**config.mk**
```make
export PLATFORM = sky130hd
export DESIGN_NAME = bcd_time_keeper
export DESIGN_NICKNAME = d
export VERILOG_FILES = /design/src/rtl/clock_pkg.sv /design/src/rtl/bcd_pair_counter.sv /design/src/rtl/bcd_time_keeper.sv
export SDC_FILE = /design/constraint.sdc
export NUM_CORES = 1
export LEC_CHECK = 0
export BUFFER_PORTS_ARGS = -buffer_cell sky130_fd_sc_hd__buf_2
export CORE_ASPECT_RATIO = 0.8
export CORE_MARGIN = 3
export CORE_UTILIZATION = 57
export CTS_CLUSTER_SIZE = 16
export DETAILED_ROUTE_END_ITERATION = 10
export PLACE_DENSITY_LB_ADDON = 0.15
export SLEW_MARGIN = 20
export SYNTH_ARGS = -nofsm -noshare
export SYNTH_HDL_FRONTEND = slang
export SYNTH_SLANG_ARGS = --single-unit
export TNS_END_PERCENT = 20
```
**constraint.sdc**
```tcl
create_clock -name clk -period 2.5 [get_ports clk]
set_input_delay 0.5 -clock clk [delete_from_list [all_inputs] [get_ports clk]]
set_output_delay 0.5 -clock clk [all_outputs]
set_load 0.005 [all_outputs]
```
**src/rtl/clock_pkg.sv**
```systemverilog
// Shared types and field limits for the BCD time keeper.
package clock_pkg;
  typedef logic [3:0] bcd_t;

  typedef enum logic [1:0] {
    FLD_SEC  = 2'd0,
    FLD_MIN  = 2'd1,
    FLD_HOUR = 2'd2
  } field_e;

  localparam int SEC_MAX  = 59;
  localparam int MIN_MAX  = 59;
  localparam int HR24_MAX = 23;
  localparam int HR12_LO  = 1;
  localparam int HR12_HI  = 12;

  // Two-digit binary to {tens, ones} BCD; used for elaboration constants.
  function automatic logic [7:0] to_bcd2(input int v);
    bcd_t t, o;
    t = bcd_t'(v / 10);
    o = bcd_t'(v % 10);
    return {t, o};
  endfunction
endpackage

```
**src/rtl/bcd_pair_counter.sv**
```systemverilog
// Two-digit BCD up/down counter wrapping between LO and HI; holds legal BCD only.
module bcd_pair_counter import clock_pkg::*; #(
  parameter int LO  = 0,
  parameter int HI  = 59,
  parameter int RST = 0
) (
  input  logic clk,
  input  logic rst_n,
  input  logic inc,
  input  logic dec,
  input  logic load_lo,
  input  logic load_hi,
  output bcd_t tens,
  output bcd_t ones,
  output logic at_hi,
  output logic at_lo
);
  localparam logic [7:0] LO_B  = to_bcd2(LO);
  localparam logic [7:0] HI_B  = to_bcd2(HI);
  localparam logic [7:0] RST_B = to_bcd2(RST);

  assign at_hi = ({tens, ones} == HI_B);
  assign at_lo = ({tens, ones} == LO_B);

  always_ff @(posedge clk or negedge rst_n) begin
    if (!rst_n)       {tens, ones} <= RST_B;
    else if (load_lo) {tens, ones} <= LO_B;
    else if (load_hi) {tens, ones} <= HI_B;
    else if (inc) begin
      if (at_hi)              {tens, ones} <= LO_B;
      else if (ones == 4'd9) begin tens <= tens + 4'd1; ones <= 4'd0; end
      else                    ones <= ones + 4'd1;
    end else if (dec) begin
      if (at_lo)              {tens, ones} <= HI_B;
      else if (ones == 4'd0) begin tens <= tens - 4'd1; ones <= 4'd9; end
      else                    ones <= ones - 4'd1;
    end
  end
endmodule

```
**src/rtl/bcd_time_keeper.sv**
```systemverilog
// HH:MM:SS BCD clock with 1 Hz advance, button-driven field editing and 12/24 h display.
module bcd_time_keeper import clock_pkg::*; #(
  parameter bit TWELVE_HR = 1'b0,
  parameter int RST_HOUR  = 13,
  parameter int RST_MIN   = 45,
  parameter int RST_SEC   = 11
) (
  input  logic       clk,
  input  logic       rst_n,
  input  logic       tick,
  input  logic       clr,
  input  logic       edit_en,
  input  logic       btn_l,
  input  logic       btn_r,
  input  logic       btn_u,
  input  logic       btn_d,
  output logic [3:0] s1,
  output logic [3:0] s2,
  output logic [3:0] m1,
  output logic [3:0] m2,
  output logic [3:0] h1,
  output logic [3:0] h2,
  output logic       pm,
  output logic [1:0] pos,
  output logic [2:0] pos_led,
  output logic       day_tick
);
  localparam int HR_LO  = TWELVE_HR ? HR12_LO : 0;
  localparam int HR_HI  = TWELVE_HR ? HR12_HI : HR24_MAX;
  localparam int HR_RST = TWELVE_HR ? ((RST_HOUR % 12 == 0) ? 12 : RST_HOUR % 12) : RST_HOUR;
  localparam bit PM_RST = TWELVE_HR && (RST_HOUR >= 12);

  field_e pos_q, pos_d;
  logic do_edit, do_tick, b_l, b_r, b_u, b_d;
  logic sec_inc, sec_dec, min_inc, min_dec, hr_inc, hr_dec;
  logic sec_hi, min_hi, hr_hi, hr_is11, carry, day_wrap, pm_d;

  // One action per cycle: clr beats edit beats tick; buttons L > R > U > D.
  assign do_edit = !clr && edit_en;
  assign do_tick = !clr && !edit_en && tick;
  assign b_l = do_edit && btn_l;
  assign b_r = do_edit && !btn_l && btn_r;
  assign b_u = do_edit && !btn_l && !btn_r && btn_u;
  assign b_d = do_edit && !btn_l && !btn_r && !btn_u && btn_d;

  assign carry   = do_tick && sec_hi && min_hi;
  assign sec_inc = do_tick || (b_u && pos_q == FLD_SEC);
  assign sec_dec = b_d && pos_q == FLD_SEC;
  assign min_inc = (do_tick && sec_hi) || (b_u && pos_q == FLD_MIN);
  assign min_dec = b_d && pos_q == FLD_MIN;
  assign hr_inc  = carry || (b_u && pos_q == FLD_HOUR);
  assign hr_dec  = b_d && pos_q == FLD_HOUR;
  assign hr_is11 = (h2 == 4'd1) && (h1 == 4'd1);

  bcd_pair_counter #(.LO(0), .HI(SEC_MAX), .RST(RST_SEC)) u_sec (
    .clk(clk), .rst_n(rst_n), .inc(sec_inc), .dec(sec_dec), .load_lo(clr), .load_hi(1'b0),
    .tens(s2), .ones(s1), .at_hi(sec_hi), .at_lo());
  bcd_pair_counter #(.LO(0), .HI(MIN_MAX), .RST(RST_MIN)) u_min (
    .clk(clk), .rst_n(rst_n), .inc(min_inc), .dec(min_dec), .load_lo(clr), .load_hi(1'b0),
    .tens(m2), .ones(m1), .at_hi(min_hi), .at_lo());
  // Midnight in 12 h mode is 12 AM, i.e. the hour counter's HI value.
  bcd_pair_counter #(.LO(HR_LO), .HI(HR_HI), .RST(HR_RST)) u_hour (
    .clk(clk), .rst_n(rst_n), .inc(hr_inc), .dec(hr_dec),
    .load_lo(clr && !TWELVE_HR), .load_hi(clr && TWELVE_HR),
    .tens(h2), .ones(h1), .at_hi(hr_hi), .at_lo());

  always_comb begin
    pm_d     = 1'b0;
    day_wrap = 1'b0;
    if (TWELVE_HR) begin
      day_wrap = carry && hr_is11 && pm;
      if (clr)                                       pm_d = 1'b0;
      else if ((hr_inc && hr_is11) || (hr_dec && hr_hi)) pm_d = !pm;
      else                                           pm_d = pm;
    end else begin
      day_wrap = carry && hr_hi;
    end
  end

  always_comb begin
    pos_d = pos_q;
    if (b_l) begin
      case (pos_q)
        FLD_SEC: pos_d = FLD_MIN;
        FLD_MIN: pos_d = FLD_HOUR;
        default: pos_d = FLD_SEC;
      endcase
    end else if (b_r) begin
      case (pos_q)
        FLD_HOUR: pos_d = FLD_MIN;
        FLD_MIN:  pos_d = FLD_SEC;
        default:  pos_d = FLD_HOUR;
      endcase
    end
  end

  always_ff @(posedge clk or negedge rst_n) begin
    if (!rst_n) begin
      pos_q    <= FLD_SEC;
      pm       <= PM_RST;
      day_tick <= 1'b0;
      pos_led  <= 3'b000;
    end else begin
      pos_q    <= pos_d;
      pm       <= pm_d;
      day_tick <= day_wrap;
      pos_led  <= edit_en ? (3'b001 << pos_d) : 3'b000;
    end
  end

  assign pos = pos_q;
endmodule
```
* After elaboration in Yosys (flattened, before gate mapping)
Index checks and enable logic that the tools add are counted.
** Operators by class
- $add $sub $neg :: 12
- Equal/unequal tests :: 11
- Shift-type cells :: 1
- Muxes and demuxes :: 47
- Reductions and logical operators :: 43
** Operator list (number)
- 4-bit two-way mux :: 42
- 4-bit by 1-bit adder with 4-bit output (second input constant) :: 6
- 8-bit zero test :: 3
- 4-bit by 1-bit subtractor with 4-bit output (second input constant) :: 6
- 1-bit logical AND :: 19
- 8-bit by 7-bit == test with 1-bit output (second input constant) :: 2
- 4-bit == test (second input constant) :: 3
- 4-bit zero test :: 3
- 4-bit by 2-bit inequality test with 1-bit output (second input constant) :: 3
- 4-bit nonzero test :: 3
- 3-bit AND reduction :: 3
- 3-bit nonzero test :: 3
- 8-bit by 6-bit == test with 1-bit output (second input constant) :: 1
- 2-bit one-hot mux with 2 select lines :: 2
- 1-bit zero test :: 5
- 2-bit two-way mux :: 2
- 1-bit logical OR :: 3
- 3-bit two-way mux :: 1
- 1-bit by 2-bit left shift with 3-bit output (first input constant) :: 1
- 2-bit by 1-bit == test with 1-bit output (second input constant) :: 1
- 2-bit == test (second input constant) :: 1
- 2-bit zero test :: 1
** Word-level totals
- Flip-flop bits (word level) :: 30
- Input bits :: 9
- Output and inout port bits :: 31

* Depth between registers and ports, before layout
- Depth after elaboration :: 10
- Mapped depth :: 9
- Mapped depth without buffers :: 8

* Modules after synthesis
From an unflattened synthesis, not the netlist that was laid out.
** Second synthesis, totals
- Cell total of the unflattened synthesis :: 330
- Area total of the unflattened synthesis :: 2756.4 um^2
** By module, submodules not included
- bcd_pair_counter at u_sec :: times used 1, cells an instance 101, area each 800.8 um^2, sequential area each 202.7 um^2
- bcd_pair_counter at u_min :: times used 1, cells an instance 95, area each 775.7 um^2, sequential area each 203.9 um^2
- bcd_pair_counter at u_hour :: times used 1, cells an instance 83, area each 699.4 um^2, sequential area each 203.9 um^2
- bcd_time_keeper :: times used 1, cells an instance 51, area each 480.5 um^2, sequential area each 150.1 um^2

* Least setup slack after synthesis
No wires, ideal clock.
- Path type :: flip-flop to flip-flop
- Start :: register u_sec.ones[1]
- End :: register u_min.tens[1]
- Setup time :: 128 ps
- Data arrival time :: 2058 ps
- Required time :: 2372 ps
- Slack :: 315 ps
- Stages on the path, launching flop included :: 9
- Clock period less this slack :: 2185 ps
- Cell sequence :: dfrtp_1 -> inv_1 -> ha_1 -> and3b_4 -> and4bb_4 -> a41o_1 -> or2_1 -> o21ai_2 -> mux2_1
** Between the ends
- Cells in the longest elaborated chain, start to end :: 5
- Elaborated cells between the ends (all ways) :: 9
- Those cells by class :: eq/ne (2); mux (2); reduce/logical (5)
** Ends and longest elaborated chain
- start, declared :: line bcd_pair_counter.sv:14 : output bcd_t ones,
- start signal, assigned :: line bcd_pair_counter.sv:32 : else ones <= ones + 4'd1;
- start signal, assigned :: line bcd_pair_counter.sv:36 : else ones <= ones - 4'd1;
- 8-bit by 7-bit == test with 1-bit output * :: line bcd_pair_counter.sv:22 : assign at_hi = ({tens, ones} == HI_B);
- 1-bit logical AND * :: line bcd_time_keeper.sv:49 : assign min_inc = (do_tick && sec_hi) || (b_u && pos_q == FLD_MIN);
- 1-bit logical OR * :: line bcd_time_keeper.sv:49
- 4-bit by 2-bit inequality test with 1-bit output (no line), or another cell as far along
- 3-bit AND reduction (no line) / 4-bit two-way mux (equally long branches)
- end signal, assigned :: line bcd_pair_counter.sv:31 : else if (ones == 4'd9) begin tens <= tens + 4'd1; ones <= 4'd0; end
- end signal, assigned :: line bcd_pair_counter.sv:34 : if (at_lo) {tens, ones} <= HI_B;
- end signal, assigned :: line bcd_pair_counter.sv:35 : else if (ones == 4'd0) begin tens <= tens - 4'd1; ones <= 4'd9; end
- end, declared :: line bcd_pair_counter.sv:13 : output bcd_t tens,
Every way passes the cells marked *; elsewhere a longest branch is shown, timed or not.
A chain may end at the register's enable or synchronous reset.

* Worst setup path after layout
- Start :: register u_sec.ones[1]
- End :: register u_hour.tens[2]
** Between the ends
- Cells in the longest elaborated chain, start to end :: 6
- Elaborated cells between the ends (all ways) :: 10
- Those cells by class :: eq/ne (2); mux (2); reduce/logical (6)
** Ends and longest elaborated chain
- 8-bit by 7-bit == test with 1-bit output * :: line bcd_pair_counter.sv:22
- 1-bit logical AND * (2 in a row) :: line bcd_time_keeper.sv:46 : assign carry = do_tick && sec_hi && min_hi;
- 1-bit logical OR * :: line bcd_time_keeper.sv:51 : assign hr_inc = carry || (b_u && pos_q == FLD_HOUR);
- 4-bit by 2-bit inequality test with 1-bit output (no line), or another cell as far along
- 3-bit AND reduction (no line) / 4-bit two-way mux (equally long branches)
- end signal, assigned :: line bcd_pair_counter.sv:31
- end signal, assigned :: line bcd_pair_counter.sv:34
- end signal, assigned :: line bcd_pair_counter.sv:35
- end, declared :: line bcd_pair_counter.sv:13
Marked as above.

==> impl_results.md <==
* Status: completed
* R2r startpoint: u_sec.ones[1]
* Vias per inst at 5.95
* Setup violators final at 0
* WP data required at 2670 ps
* Vias at 2,316
* Routed len/inst at 15.0 µm
* Number of port buffers at 38
* Final Cycle Share at 93.9%
* Max Fanout on Critical Path at 9
* Detail Placement HPWL at 4.28 mm
* Clock sinks at 30
* Combinational share of power at 41.9%
* Cell with the most instances after synthesis: nor2_1
* Synth Instances at 287
* Initial antenna violation count at 0
* Share of cells above drive strength 1 at 22.9%
* Max-slew headroom at 54.0%
* Post-synthesis sequential area ratio at 30.0%
* Layout area overhead at 14.5%
* Final Hold Fails at 0
* I/O Pins at 40
* Synth top area cells: dfrtp_1 (22%), ha_1 (12%), dfstp_2 (8.3%), nor2_1 (3.9%), a21oi_1 (3.8%)
* ANT nets after route at 0
* Total Routing Usage GR at 22.8%
* Worst Setup SP: u_sec.ones[1]
* Synth warn at 0
* Async SR Flop Fraction at 100%
* Post-layout min period at 2350 ps
* Clk pin slew, worst setup/hold paths at 60 ps
* Non-filler instance count after layout at 389
* Clock Latency Late Sink at 280 ps
* Seq pwr share at 40.1%
* Net Switching at 0.811 mW
* Number of global-route vias before repair at 2,054
* Die Height at 65.6 µm
* Crit Path Category: reg2reg
* DRT Wirelength at 5.83 mm
* Initial drt markers at 194
* RSZ-0062 raised after global routing: no
* M3 GR Usage at 6.71%
* # diodes at 0
* Main flop type after synthesis: dfrtp_1
* Critical Path Start Type: register
* Max VDD drop at 0.000457 V
* Critical R2R Capture: u_hour.tens[2]
* Initial Util at 59.9%
* Endpoint class of the critical path: register
* Synth top area share at 21.7%
* CTS H-tree lvls at 2
* Max Cap Viol at 0
* Leading area contributor after synthesis: dfrtp_1
* Root buffer cell: clkbuf_8
* Post-Syn Area at 2530 µm²
* Final setup skew at 6.24 ps
* Total gr overflow at 0
* Tot Pwr at 2.02 mW
* First-pass GRT wire length at 9.57 mm
* Row cnt at 21
* Leak pwr at 1.36 nW
* Clock share of power at 18.0%
* Nets at 365
* Internal cell power at 1.21 mW
* Setup_tns at 0 ps
* Worst Tran Pin Value at 691 ps
* Core region area at 4230 µm²
* TritonCTS buffer count at 5
* Synth Area per Inst at 8.83 µm²
* Cell variety after synth at 72
* Drt first pass iters at 5
* DRC Markers at 0
* Die area at 5290 µm²
* Placer congestion estimate at 0.877
* Net count after synthesis at 320
* Min Hold Slack at 266 ps
* Grt met1 use at 33.0%
* Inst Count DP at 382
* TritonCTS clock tree: done
* Critical Path AT at 2510 ps
* CTS Buffer Depth at 2
* #FFs+latches synth at 30
* Post-synth top cells: nor2_1 (26), ha_1 (24), nand2_1 (24)
* Worst setup path end: u_hour.tens[2]
* CTS Hold Bufs at 0
* Min-Delay Path Class: in2async
* Top Usage Layer GRT: met2
* FMAX at 426 MHz
* Switch share at 40.1%
* Number of synthesized flops with an enable pin at 0
* Core Util, Final at 68.6%
* Die Width at 80.5 µm
* M2 GR Usage at 33.8%
* Reg2reg setup slack at 150 ps
* Cell count of the worst reg-to-reg path at 8
* Power Density at 696 nW/µm²
* Pin count of the biggest net entering global routing at 31
* Max-slew violation count at 0
==> state kept, by name (all words and copies together), names as in the netlist <==
register	flops
u_hour.ones	4
u_hour.tens	4
u_min.ones	4
u_min.tens	4
u_sec.ones	4
u_sec.tens	4
pos_led	3
pos	2
day_tick	1
==> critical path, cell delays in order, from the launching register on <==
cell,delay (ps)
dfrtp_2,420
inv_1,80
ha_1,190
and3b_4,220
and4bb_4,220
a32oi_2,480
mux2i_4,420
a22oi_1,140
o41ai_1,70
==> layout by cell type, fill, tap and decap left out, drive strengths merged, types with 5 or more instances in the layout <==
cell type,Yosys,routed
buf,5,46
nor2,27,27
nand2,24,24
ha,24,24
dfrtp,22,22
a21oi,19,19
inv,18,18
o21ai,16,16
nand3,9,9
nor3,9,9
dfstp,8,8
clkbuf,3,7
nor2b,6,6
and2,5,5
a22oi,5,5
o31ai,5,5
o211ai,5,5
mux2i,5,5
==> power groups by stage <==
stage                     clock network [mW]  registers (mW)  logic (mW)
after floorplan                            0           0.784       0.579
after global placement                     0           0.805       0.835
after detailed placement                   0           0.812       0.840
after CTS                              0.381           0.805       0.845
after global routing                   0.398           0.838       0.948
final                                  0.363           0.811       0.846
==> metal layers <==
| layer | share of wire (%) | up-vias |
|---|---|---|
| met5 | 0 | - |
| met4 | 0.29 | 0 |
| met3 | 5.4 | 2 |
| met2 | 43 | 72 |
| met1 | 51 | 1086 |
| li1 | - | 1156 |
==> how the worst min path moves through the flow <==
| stage | to | cells past startpoint |
|---|---|---|
| global route | pos_led[1] | 1 |
| global placement | u_hour.tens[0] | 2 |
| finish | pos_led[1] | 1 |
| CTS | pos_led[1] | 1 |
| floorplan | day_tick | 0 |
| detailed placement | u_hour.ones[1] | 2 |
==> area by class of cell <==
cell class	count	area, µm²
Clock buffer	7	76.3
Multi-Input combinational cell	231	1670
Fill cell	362	1330
Timing Repair Buffer	46	250
Inverter	18	67.6
Sequential cell	30	762
Tap cell	57	71.3
==> logic make-up after synthesis <==
family | after synthesis | synth area share, %
DFF | 30 | 30.0
and+or+nand+nor | 110 | 24.4
xor gates and xnor gates | 3 | 1.04
buffers and inverters | 26 | 4.59
other | 1 | 0.148
adders and majority gates | 24 | 11.9
AOI/OAI and AO/OA | 87 | 25.3
muxes | 6 | 2.57
==> stage by stage <==
step | instance area [µm²] | worst slack, ps
finish | 2900 | 154
global placement | 2810 | 205
global route | 2900 | 37.9
CTS | 2880 | 104
floorplan | 2530 | 315
detailed placement | 2810 | 113
==> timing repair <==
item | 4_1_cts | 5_1_grt
hold endpoints to repair | 0 | 0
endpoints found under the setup margin | 0 | 3
gates resized for setup | 0 | 4
setup buffers | 0 | 0
Power figures use the tool's default switching activity.
